<file path="config.mk">
export PLATFORM = sky130hd
export DESIGN_NAME = sva_result_collector
export DESIGN_NICKNAME = d
export VERILOG_FILES = /design/src/rtl/sva_result_collector.sv
export SDC_FILE = /design/constraint.sdc
export NUM_CORES = 1
export LEC_CHECK = 0
export CAP_MARGIN = 25
export CORE_ASPECT_RATIO = 1.75
export CORE_MARGIN = 4
export CORE_UTILIZATION = 50
export CTS_BUF_LIST = sky130_fd_sc_hd__clkbuf_8
export CTS_CLUSTER_DIAMETER = 120
export DETAILED_ROUTE_END_ITERATION = 8
export MAX_ROUTING_LAYER = met4
export PLACE_DENSITY_LB_ADDON = 0.1
export SLEW_MARGIN = 10
export SYNTH_ARGS = -nofsm -noshare
export SYNTH_HDL_FRONTEND = slang
export SYNTH_SLANG_ARGS = --single-unit
</file>
<file path="constraint.sdc">
create_clock -name sys_clk -period 3.3 [get_ports sys_clk]
set_clock_uncertainty 0.15 [all_clocks]
set_input_delay 0.66 -clock sys_clk [delete_from_list [all_inputs] [get_ports sys_clk]]
set_output_delay 0.66 -clock sys_clk [all_outputs]
set_load 0.02 [all_outputs]
</file>
<file path="src/rtl/sva_result_collector.sv">
// sva_result_collector
//   Collects result pulses from an upstream SVA checker FSM: saturating
//   success / fail / lazy-success counters, a gclk-period timestamp, the
//   timestamp of the first fail, a small show-ahead event FIFO holding fail
//   and lazy-success events, a sticky overflow flag and a registered verdict.
//
// Ports
//   sys_clk        in   system clock, rising edge
//   sys_rst_n      in   asynchronous active-low reset
//   clr            in   synchronous clear of all state (beats every other event)
//   gclk_tick      in   one-cycle pulse per user-clock rising edge
//   succ/fail/lazy_succ in  result pulses
//   succ_cnt/fail_cnt/lazy_cnt out  saturating result counters
//   first_fail_vld out  first_fail_ts holds a captured value
//   first_fail_ts  out  timestamp of the first fail since reset/clr
//   evt_valid/evt_ready/evt_kind/evt_ts  event stream (kind 0=fail, 1=lazy)
//   ovf            out  sticky: an event was dropped on a full FIFO
//   verdict        out  00 none, 01 pass, 10 fail (sticky once fail)

module sva_result_collector #(
  parameter int CNT_WIDTH  = 16,
  parameter int TS_WIDTH   = 16,
  parameter int FIFO_DEPTH = 4
) (
  input  logic                 sys_clk,
  input  logic                 sys_rst_n,
  input  logic                 clr,
  input  logic                 gclk_tick,
  input  logic                 succ,
  input  logic                 fail,
  input  logic                 lazy_succ,
  input  logic                 evt_ready,
  output logic [CNT_WIDTH-1:0] succ_cnt,
  output logic [CNT_WIDTH-1:0] fail_cnt,
  output logic [CNT_WIDTH-1:0] lazy_cnt,
  output logic                 first_fail_vld,
  output logic [TS_WIDTH-1:0]  first_fail_ts,
  output logic                 evt_valid,
  output logic                 evt_kind,
  output logic [TS_WIDTH-1:0]  evt_ts,
  output logic                 ovf,
  output logic [1:0]           verdict
);

  localparam int AW = $clog2(FIFO_DEPTH);

  // ---------------------------------------------------------------------
  // Timestamp
  // ---------------------------------------------------------------------
  logic [TS_WIDTH-1:0] r_ts;

  always_ff @(posedge sys_clk or negedge sys_rst_n) begin
    if (!sys_rst_n) begin
      r_ts <= '0;
    end else if (clr) begin
      r_ts <= '0;
    end else if (gclk_tick) begin
      r_ts <= r_ts + TS_WIDTH'(1);
    end
  end

  // ---------------------------------------------------------------------
  // Saturating counters: index 0 = succ, 1 = fail, 2 = lazy
  // ---------------------------------------------------------------------
  logic [2:0]           w_pulse;
  logic [CNT_WIDTH-1:0] r_cnt [0:2];

  assign w_pulse = {lazy_succ, fail, succ};

  generate
    for (genvar gi = 0; gi < 3; gi++) begin : g_cnt
      always_ff @(posedge sys_clk or negedge sys_rst_n) begin
        if (!sys_rst_n) begin
          r_cnt[gi] <= '0;
        end else if (clr) begin
          r_cnt[gi] <= '0;
        end else if (w_pulse[gi] && !(&r_cnt[gi])) begin
          r_cnt[gi] <= r_cnt[gi] + CNT_WIDTH'(1);
        end
      end
    end
  endgenerate

  assign succ_cnt = r_cnt[0];
  assign fail_cnt = r_cnt[1];
  assign lazy_cnt = r_cnt[2];

  // ---------------------------------------------------------------------
  // First-fail capture
  // ---------------------------------------------------------------------
  logic                r_first_fail_vld;
  logic [TS_WIDTH-1:0] r_first_fail_ts;

  always_ff @(posedge sys_clk or negedge sys_rst_n) begin
    if (!sys_rst_n) begin
      r_first_fail_vld <= 1'b0;
      r_first_fail_ts  <= '0;
    end else if (clr) begin
      r_first_fail_vld <= 1'b0;
      r_first_fail_ts  <= '0;
    end else if (fail && !r_first_fail_vld) begin
      r_first_fail_vld <= 1'b1;
      r_first_fail_ts  <= r_ts;   // pre-increment timestamp
    end
  end

  assign first_fail_vld = r_first_fail_vld;
  assign first_fail_ts  = r_first_fail_ts;

  // ---------------------------------------------------------------------
  // Event FIFO (show-ahead); entry = {kind, ts}
  // ---------------------------------------------------------------------
  logic [TS_WIDTH:0] r_mem [0:FIFO_DEPTH-1];
  logic [AW:0]       r_wr_ptr;
  logic [AW:0]       r_rd_ptr;
  logic              r_ovf;
  logic              w_empty;
  logic              w_full;
  logic              w_push_req;
  logic              w_pop;
  logic              w_push;
  logic [TS_WIDTH:0] w_wr_data;
  logic [TS_WIDTH:0] w_head;

  assign w_empty    = (r_wr_ptr == r_rd_ptr);
  assign w_full     = (r_wr_ptr[AW] != r_rd_ptr[AW]) &&
                      (r_wr_ptr[AW-1:0] == r_rd_ptr[AW-1:0]);
  assign w_push_req = fail | lazy_succ;
  assign w_pop      = !w_empty && evt_ready;
  // A pop in the same cycle frees the slot, so a full FIFO still accepts.
  assign w_push     = w_push_req && (!w_full || w_pop);
  // Fail wins when both arrive together: kind = 0 whenever fail is set.
  assign w_wr_data  = {~fail, r_ts};

  always_ff @(posedge sys_clk or negedge sys_rst_n) begin
    if (!sys_rst_n) begin
      r_wr_ptr <= '0;
      r_rd_ptr <= '0;
      r_ovf    <= 1'b0;
    end else if (clr) begin
      r_wr_ptr <= '0;
      r_rd_ptr <= '0;
      r_ovf    <= 1'b0;
    end else begin
      if (w_push) begin
        r_wr_ptr <= r_wr_ptr + (AW+1)'(1);
      end
      if (w_pop) begin
        r_rd_ptr <= r_rd_ptr + (AW+1)'(1);
      end
      if (w_push_req && !w_push) begin
        r_ovf <= 1'b1;
      end
    end
  end

  // Storage needs no reset: contents are only visible while non-empty.
  always_ff @(posedge sys_clk) begin
    if (!clr && w_push) begin
      r_mem[r_wr_ptr[AW-1:0]] <= w_wr_data;
    end
  end

  assign w_head    = r_mem[r_rd_ptr[AW-1:0]];
  assign evt_valid = !w_empty;
  assign evt_kind  = w_empty ? 1'b0 : w_head[TS_WIDTH];
  assign evt_ts    = w_empty ? '0 : w_head[TS_WIDTH-1:0];
  assign ovf       = r_ovf;

  // ---------------------------------------------------------------------
  // Verdict: follows the counters one cycle later; fail is terminal
  // ---------------------------------------------------------------------
  logic [1:0] r_verdict;

  always_ff @(posedge sys_clk or negedge sys_rst_n) begin
    if (!sys_rst_n) begin
      r_verdict <= 2'b00;
    end else if (clr) begin
      r_verdict <= 2'b00;
    end else if (r_verdict == 2'b10 || r_cnt[1] != '0) begin
      r_verdict <= 2'b10;
    end else if (r_cnt[0] != '0) begin
      r_verdict <= 2'b01;
    end else begin
      r_verdict <= 2'b00;
    end
  end

  assign verdict = r_verdict;

endmodule

</file>
==> reports/qor.csv, run 1 <==
metric,value,unit
post-synthesis async set-or-reset flop share,57.0,%
root buffer cell,clkbuf_8,
Setup Crit Path Kind,flip-flop to output port,
critical path startpoint,r_rd_ptr[0],
routed length per instance,17.3,um
Rel. slew slack,55.2,%
Worst Setup End Kind,output port,
post-placement cell count,849,
site row count,57,
worst flop-to-flop path startpoint,succ_cnt[0],
average footprint of a synthesized cell,12.1,sq um
number of synthesized flops with an enable pin,68,
horizontal extent of the die,98.4,um
area of combinational cells with multiple inputs,2700,sq um
final routed DRC violation total,0,
Pwr Density,512,nW/um^2
vias in the first global route,5111,
Crit Path Max Fanout,17,
height of the die,166,um
cell leakage power,3.33,nW
kind of start point of the critical path,flip-flop,
full die area,16400,sq um
"Primary FF master, synth",dfrtp_1,
global placement routability congestion,0.883,
TritonCTS clock tree,done,
data required time of the worst path,2490,ps
GRT Residual Overflow,0,
pre-CTS setup slack,522,ps
hpwl dp,10600,um
worst min-delay path class,primary input to async pin,
non-filler cells in the finished layout,881,
initial antenna violation count,0,
aggregate negative setup slack,0,ps
Sinks on Clock Net,158,
area growth from synthesis to layout,21.9,%
clock latency of the later-clocked register in the worst-skew pair,450,ps
setup bufs post-CTS,0,
worst-case setup margin in the final layout,186,ps
flop and latch count out of synthesis,158,
router iterations before antenna repair,4,
number of slew-limit violations in the final report,0,
Synthesized Nets,611,
count of max-cap constraint violations,0,
initial core utilization,51.2,%
run status,"complete, no violations",
signal arrival time at the worst endpoint,2300,ps
total inserted antenna cells,0,
DRT Wirelength,15200,um
core area,14000,sq um
number of nets with antenna violations after routing,0,
"Warnings, synthesis",0,
share of the yosys chip area belonging to registers,60.1,%
Bufs on Longest Clock Path,2,
Ports,94,
violation count after the first detailed-route iteration,222,
achievable frequency,0.321,GHz
CTS Buf Count,17,
overall via count from detail_route,4898,
number of nets at the end of the flow,710,
global-route wire length before repair,25700,um
pin count of the biggest net entering global routing,91,
fraction of final layout cells sized beyond drive strength 1,10.7,%
area occupied by registers,4300,sq um
fill cell total of the finished layout,1158,
worst hold margin,60.6,ps
share of the cycle needed by the critical path after routing,94.3,%
port buffer count,93,
number of instances in the synthesized netlist,592,
library cells used by synthesis,41,
setup repair after global routing missed its margin,no,
fin crit period,3110,ps
H-tree depth,4,
maximum vdd ir drop,0.000251,V
"CTS clk-pin slew, worst paths",110,ps
final number of hold-violating endpoints,0,
DR vias/cell,5.56,
count of final setup violators,0,
global router's overall resource usage,19.9,%
worst-margin pin slew,666,ps
synthesized cell area,7150,sq um
per-stage QoR:
stage / cell area [sq um] / util (%) / power (mW)
after CTS: 8720 / 62.4 / 4.53
after detailed placement: 8320 / 59.5 / 3.14
after global routing: 8720 / 62.4 / 4.68
after global placement: 8320 / 59.5 / 3.11
after floorplan: 7150 / - / 2.74
final: 8720 / 62.4 / 4.46
placed cells by master, fill, tap and decap left out, drive strengths merged, types with 11 or more instances in the layout:
master / count
and2: 22
edfxtp: 68
buf: 13
nor4: 12
nand3: 26
mux4: 17
nand2: 54
ha: 11
nor2: 77
a21oi: 27
dfrtp: 90
clkdlybuf4s50: 91
clkbuf: 17
xor2: 32
xnor2: 23
inv: 27
nand4: 21
area by class of cell:
type | instances | area share (%)
Multi-Input combinational cell | 393 | 31.0
Tap cell | 177 | 2.54
Inverter | 17 | 0.732
Clock buffer | 17 | 2.68
Clock inverter | 15 | 1.87
Timing Repair Buffer | 104 | 12.0
Sequential cell | 158 | 49.3
what timing repair did:
action / in CTS / in global routing
endpoints found under the setup margin: 0 / 3
hold endpoints to repair: 0 / 0
gates resized for setup: 0 / 1
hold buffers: 0 / 0
cell families after synthesis:
logic type / share of synthesized area [%]
AO/OA/AOI/OAI: 4.29
AND/OR/NAND/NOR: 18.4
flip-flops: 60.1
adder cells (fa/ha/maj): 1.92
XOR/XNOR: 6.74
multiplexers: 6.33
buffers and inverters: 2.27
flip-flops by register name (all words and copies together), names as in the netlist:
signal          cells
r_ts               16
fail_cnt           16
lazy_cnt           16
ovf                 1
r_mem              68
verdict             2
succ_cnt           16
first_fail_vld      1
r_wr_ptr            3
r_rd_ptr            3
first_fail_ts      16
final timing paths:
path,depth (start not counted),to,slack (ps)
worst max-delay path,4,evt_ts[13],190
worst min-delay path,1,fail_cnt[9],60
worst max register to register,6,succ_cnt[7],1000
worst min register to register,2,ovf,360
max in group asynchronous,2,r_rd_ptr[0],2240
min in group sys_clk,2,r_wr_ptr[0],330
worst max-delay path, stage by stage, from the launching register on:
cell and delay (ps):
dfrtp_2 430, buf_12 200, mux4_2 510, and2_1 170, clkdlybuf4s50_1 530
report_power, final:
| group | switching (mW) | total, mW | internal [mW] |
|---|---|---|---|
| clock network | 0.817 | 1.39 | 0.577 |
| registers | 0.0487 | 2.16 | 2.11 |
| logic | 0.457 | 0.905 | 0.448 |
Yosys cell counts (7+ instances only):
master	instances	area share (%)
buf_2	7	0.49
nor3_1	8	0.56
mux4_2	17	5.4
ha_1	11	1.9
dfrtp_1	90	31
nor4_1	12	1.0
xor2_1	32	3.9
clkbuf_1	11	0.58
a21oi_1	27	1.9
xnor2_1	23	2.8
nand4_1	18	1.6
or3_1	10	0.87
edfxtp_1	68	29
and4_1	7	0.86
and3_1	9	0.79
nand3_1	25	1.7
nand2_1	54	2.8
nor2_1	75	3.9
and2_1	22	1.9
o21ai_0	10	0.70
inv_1	17	0.89
per-layer routing:
| metal | vias to the layer above | part of all wire, % | GRT usage, % |
|---|---|---|---|
| li1 | 2309 | - | - |
| met1 | 2436 | 39 | 22.7 |
| met2 | 124 | 55 | 34.8 |
| met3 | 29 | 3.2 | 4.08 |
| met4 | 0 | 2.2 | 6.66 |
| met5 | - | 0 | - |
No activity file was read; power rests on OpenSTA's default activity.
==> run 2: changes to the inputs <==
--- a/config.mk
+++ b/config.mk
@@ -12,6 +12,7 @@
 export CTS_BUF_LIST = sky130_fd_sc_hd__clkbuf_8
 export CTS_CLUSTER_DIAMETER = 120
 export DETAILED_ROUTE_END_ITERATION = 8
+export GPL_TIMING_DRIVEN = 1
 export MAX_ROUTING_LAYER = met4
 export PLACE_DENSITY_LB_ADDON = 0.1
 export SLEW_MARGIN = 10
==> results of run 2 <==
Same layout as run 1: the final DEF is identical, and so are final timing and power.
==> run 3: changes to the inputs <==
--- a/config.mk
+++ b/config.mk
@@ -8,13 +8,15 @@
 export CAP_MARGIN = 25
 export CORE_ASPECT_RATIO = 1.75
 export CORE_MARGIN = 4
-export CORE_UTILIZATION = 50
+export CORE_UTILIZATION = 57
 export CTS_BUF_LIST = sky130_fd_sc_hd__clkbuf_8
 export CTS_CLUSTER_DIAMETER = 120
 export DETAILED_ROUTE_END_ITERATION = 8
 export GPL_TIMING_DRIVEN = 1
 export MAX_ROUTING_LAYER = met4
 export PLACE_DENSITY_LB_ADDON = 0.1
+export RECOVER_POWER = 100
+export SKIP_CTS_REPAIR_TIMING = 1
 export SLEW_MARGIN = 10
 export SYNTH_ARGS = -nofsm -noshare
 export SYNTH_HDL_FRONTEND = slang
==> run 3 against run 2 <==
Compared with the run above: the flow now finishes with violations (capacitance limit, slew limit); clock power about the same; total power decreased by 0.77%; non-clock buffer count increased by 2; worst setup slack got worse by 5.7 ps; register-to-register slack got worse by 480 ps; cell count decreased by 1.1%; clock-buffer cell count unchanged; die area decreased by 12%; utilization increased by 8.8 points; sequential power about the same; flip-flop and latch count unchanged; combinational power decreased by 3.5%; largest cell class unchanged; highest routed layer unchanged.
==> reports/qor.csv, run 3 (synthesized netlist as in run 1, its figures left out) <==
metric,value,unit,change
run status,finished with violations,,
violated checks,"capacitance limit, slew limit",,
initial antenna violation count,0,,unchanged
Worst Setup End Kind,output port,,
net switching power,1.32,mW,-0.13%
initial core utilization,58.9,%,+7.8 points
global router's overall resource usage,22.9,%,+3.0 points
most frequent standard cell in the layout excluding fill and tap cells,dfrtp_1,,
Bufs on Longest Clock Path,2,,unchanged
fraction of final layout cells sized beyond drive strength 1,9.49,%,-1.2 points
final number of hold-violating endpoints,0,,unchanged
TritonCTS clock tree,done,,
Sinks on Clock Net,158,,unchanged
cell type of the slowest stage on the worst timing path,mux4_2,,
full die area,14500,sq um,-12%
vias in the first global route,5139,,+0.55%
switching fraction of total power,29.8,%,+0.19 points
DR vias/cell,5.67,,+2.1%
worst-margin pin slew,2140,ps,+1480 ps
number of flip-flops in the largest register,68,,unchanged
achievable frequency,0.321,GHz,-0.18%
global-route wire length before repair,25400,um,-1.1%
Rel. slew slack,-42.9,%,-98 points
height of the die,156,um,-6.0%
worst-case setup margin in the final layout,181,ps,-5.72 ps
router iterations before antenna repair,5,,+1
pre-CTS setup slack,513,ps,-8.36 ps
setup repair after global routing missed its margin,no,,
Post-Place Cell Area,8300,sq um,-0.30%
maximum vdd ir drop,0.000316,V,+26%
kind of start point of the critical path,flip-flop,,
count of final setup violators,0,,unchanged
routed length per instance,17.2,um,-0.33%
pin count of the biggest net entering global routing,53,,-42%
Crit Path Max Fanout,13,,-4
number of nets with antenna violations after routing,0,,unchanged
number of slew-limit violations in the final report,91,,+91
hpwl dp,10500,um,-0.75%
longest individual stage delay on the worst path,540,ps,about the same
violation count after the first detailed-route iteration,231,,+4.1%
cell leakage power,3.53,nW,+6.0%
cells traversed along the worst timing path,buf_4 -> mux4_2 -> and2_1 -> clkdlybuf4s50_1,,
Setup Crit Path Kind,flip-flop to output port,,
Pwr Density,513,nW/um^2,+0.20%
number of nets at the end of the flow,712,,+0.28%
area of all placed cells without fillers,8640,sq um,-0.96%
internal power consumption,3.11,mW,-1.0%
power share of the combinational group,19.7,%,-0.6 points
most frequent cells in the layout,"90 x dfrtp_1, 77 x nor2_1, 75 x dlygate4sd3_1",,
signal arrival time at the worst endpoint,2310,ps,about the same
global placement routability congestion,0.861,,-2.5%
share of the cycle needed by the critical path after routing,94.5,%,+0.17 points
worst min-delay path class,flip-flop to flip-flop,,
"CTS clk-pin slew, worst paths",90,ps,-20 ps
Ports,94,,unchanged
DRT Wirelength,15000,um,-1.5%
core area,12100,sq um,-13%
count of max-cap constraint violations,2,,+2
aggregate negative setup slack,0,ps,unchanged
horizontal extent of the die,92.7,um,-5.8%
clock latency of the later-clocked register in the worst-skew pair,450,ps,about the same
GRT Residual Overflow,0,,unchanged
Seq pwr share,48.7,%,+0.2 points
root buffer cell,clkbuf_8,,
H-tree depth,4,,unchanged
overall via count from detail_route,4942,,+0.90%
final routed DRC violation total,0,,unchanged
area growth from synthesis to layout,20.8,%,
port buffer count,93,,unchanged
total inserted antenna cells,0,,unchanged
data required time of the worst path,2490,ps,about the same
clock share of power,31.6,%,+0.4 points
site row count,53,,-7.0%
fin crit period,3120,ps,+5.72 ps
CTS Buf Count,17,,unchanged
run 3: worst paths after layout:
| check | start | endpoint | slack [ps] | cells past startpoint |
|---|---|---|---|---|
| hold / removal | ovf | ovf | 350 | 2 |
| setup reg to reg | r_rd_ptr[0] | r_mem[0][15] | 520 | 7 |
| max in group asynchronous | sys_rst_n | succ_cnt[7] | 530 | 2 |
| hold reg to reg | ovf | ovf | 350 | 2 |
| setup / recovery | r_rd_ptr[0] | evt_ts[12] | 180 | 4 |
| min in group asynchronous | sys_rst_n | first_fail_ts[11] | 680 | 1 |
run 3: worst max-delay path: cells and delay by family (launching register included):
kind                   cells  cell delay, ps
muxes                      1             540
buffers and inverters      2             810
DFF                        1             350
and+or+nand+nor            1             170
run 3: final cells by class:
type                            count  area (sq um)
Clock buffer                       17           234
Multi-Input combinational cell    393          2670
Tap cell                          165           206
Fill cell                         906          3500
Timing Repair Buffer              106           998
Clock inverter                     15           171
Sequential cell                   158          4290
Inverter                           17          63.8
run 3: power groups by stage:
| stage | registers, mW | logic [mW] | clock network (mW) |
|---|---|---|---|
| 2_1_floorplan | 2.20 | 0.544 | 0 |
| 3_3_place_gp | 2.19 | 0.905 | 0 |
| 3_5_place_dp | 2.20 | 0.921 | 0 |
| 4_1_cts | 2.16 | 0.923 | 1.43 |
| 5_1_grt | 2.17 | 0.953 | 1.52 |
| 6_report | 2.16 | 0.873 | 1.40 |
run 3: through the flow:
stage / util (%) / std cells / hold WS, ps / power (mW)
after global routing: 71.2 / 871 / 370 / 4.64
after CTS: 71.7 / 871 / 35.6 / 4.51
after detailed placement: 68.4 / 839 / 340 / 3.12
after global placement: 68.4 / 839 / 333 / 3.10
final: 71.2 / 871 / 350 / 4.43
after floorplan: - / 592 / 214 / 2.74
run 3: routing by layer:
metal  GRT usage [%]  wire [um]
met5               -          0
met4            7.76        303
met3            4.78        567
met2            40.1       8310
met1            26.2       5820
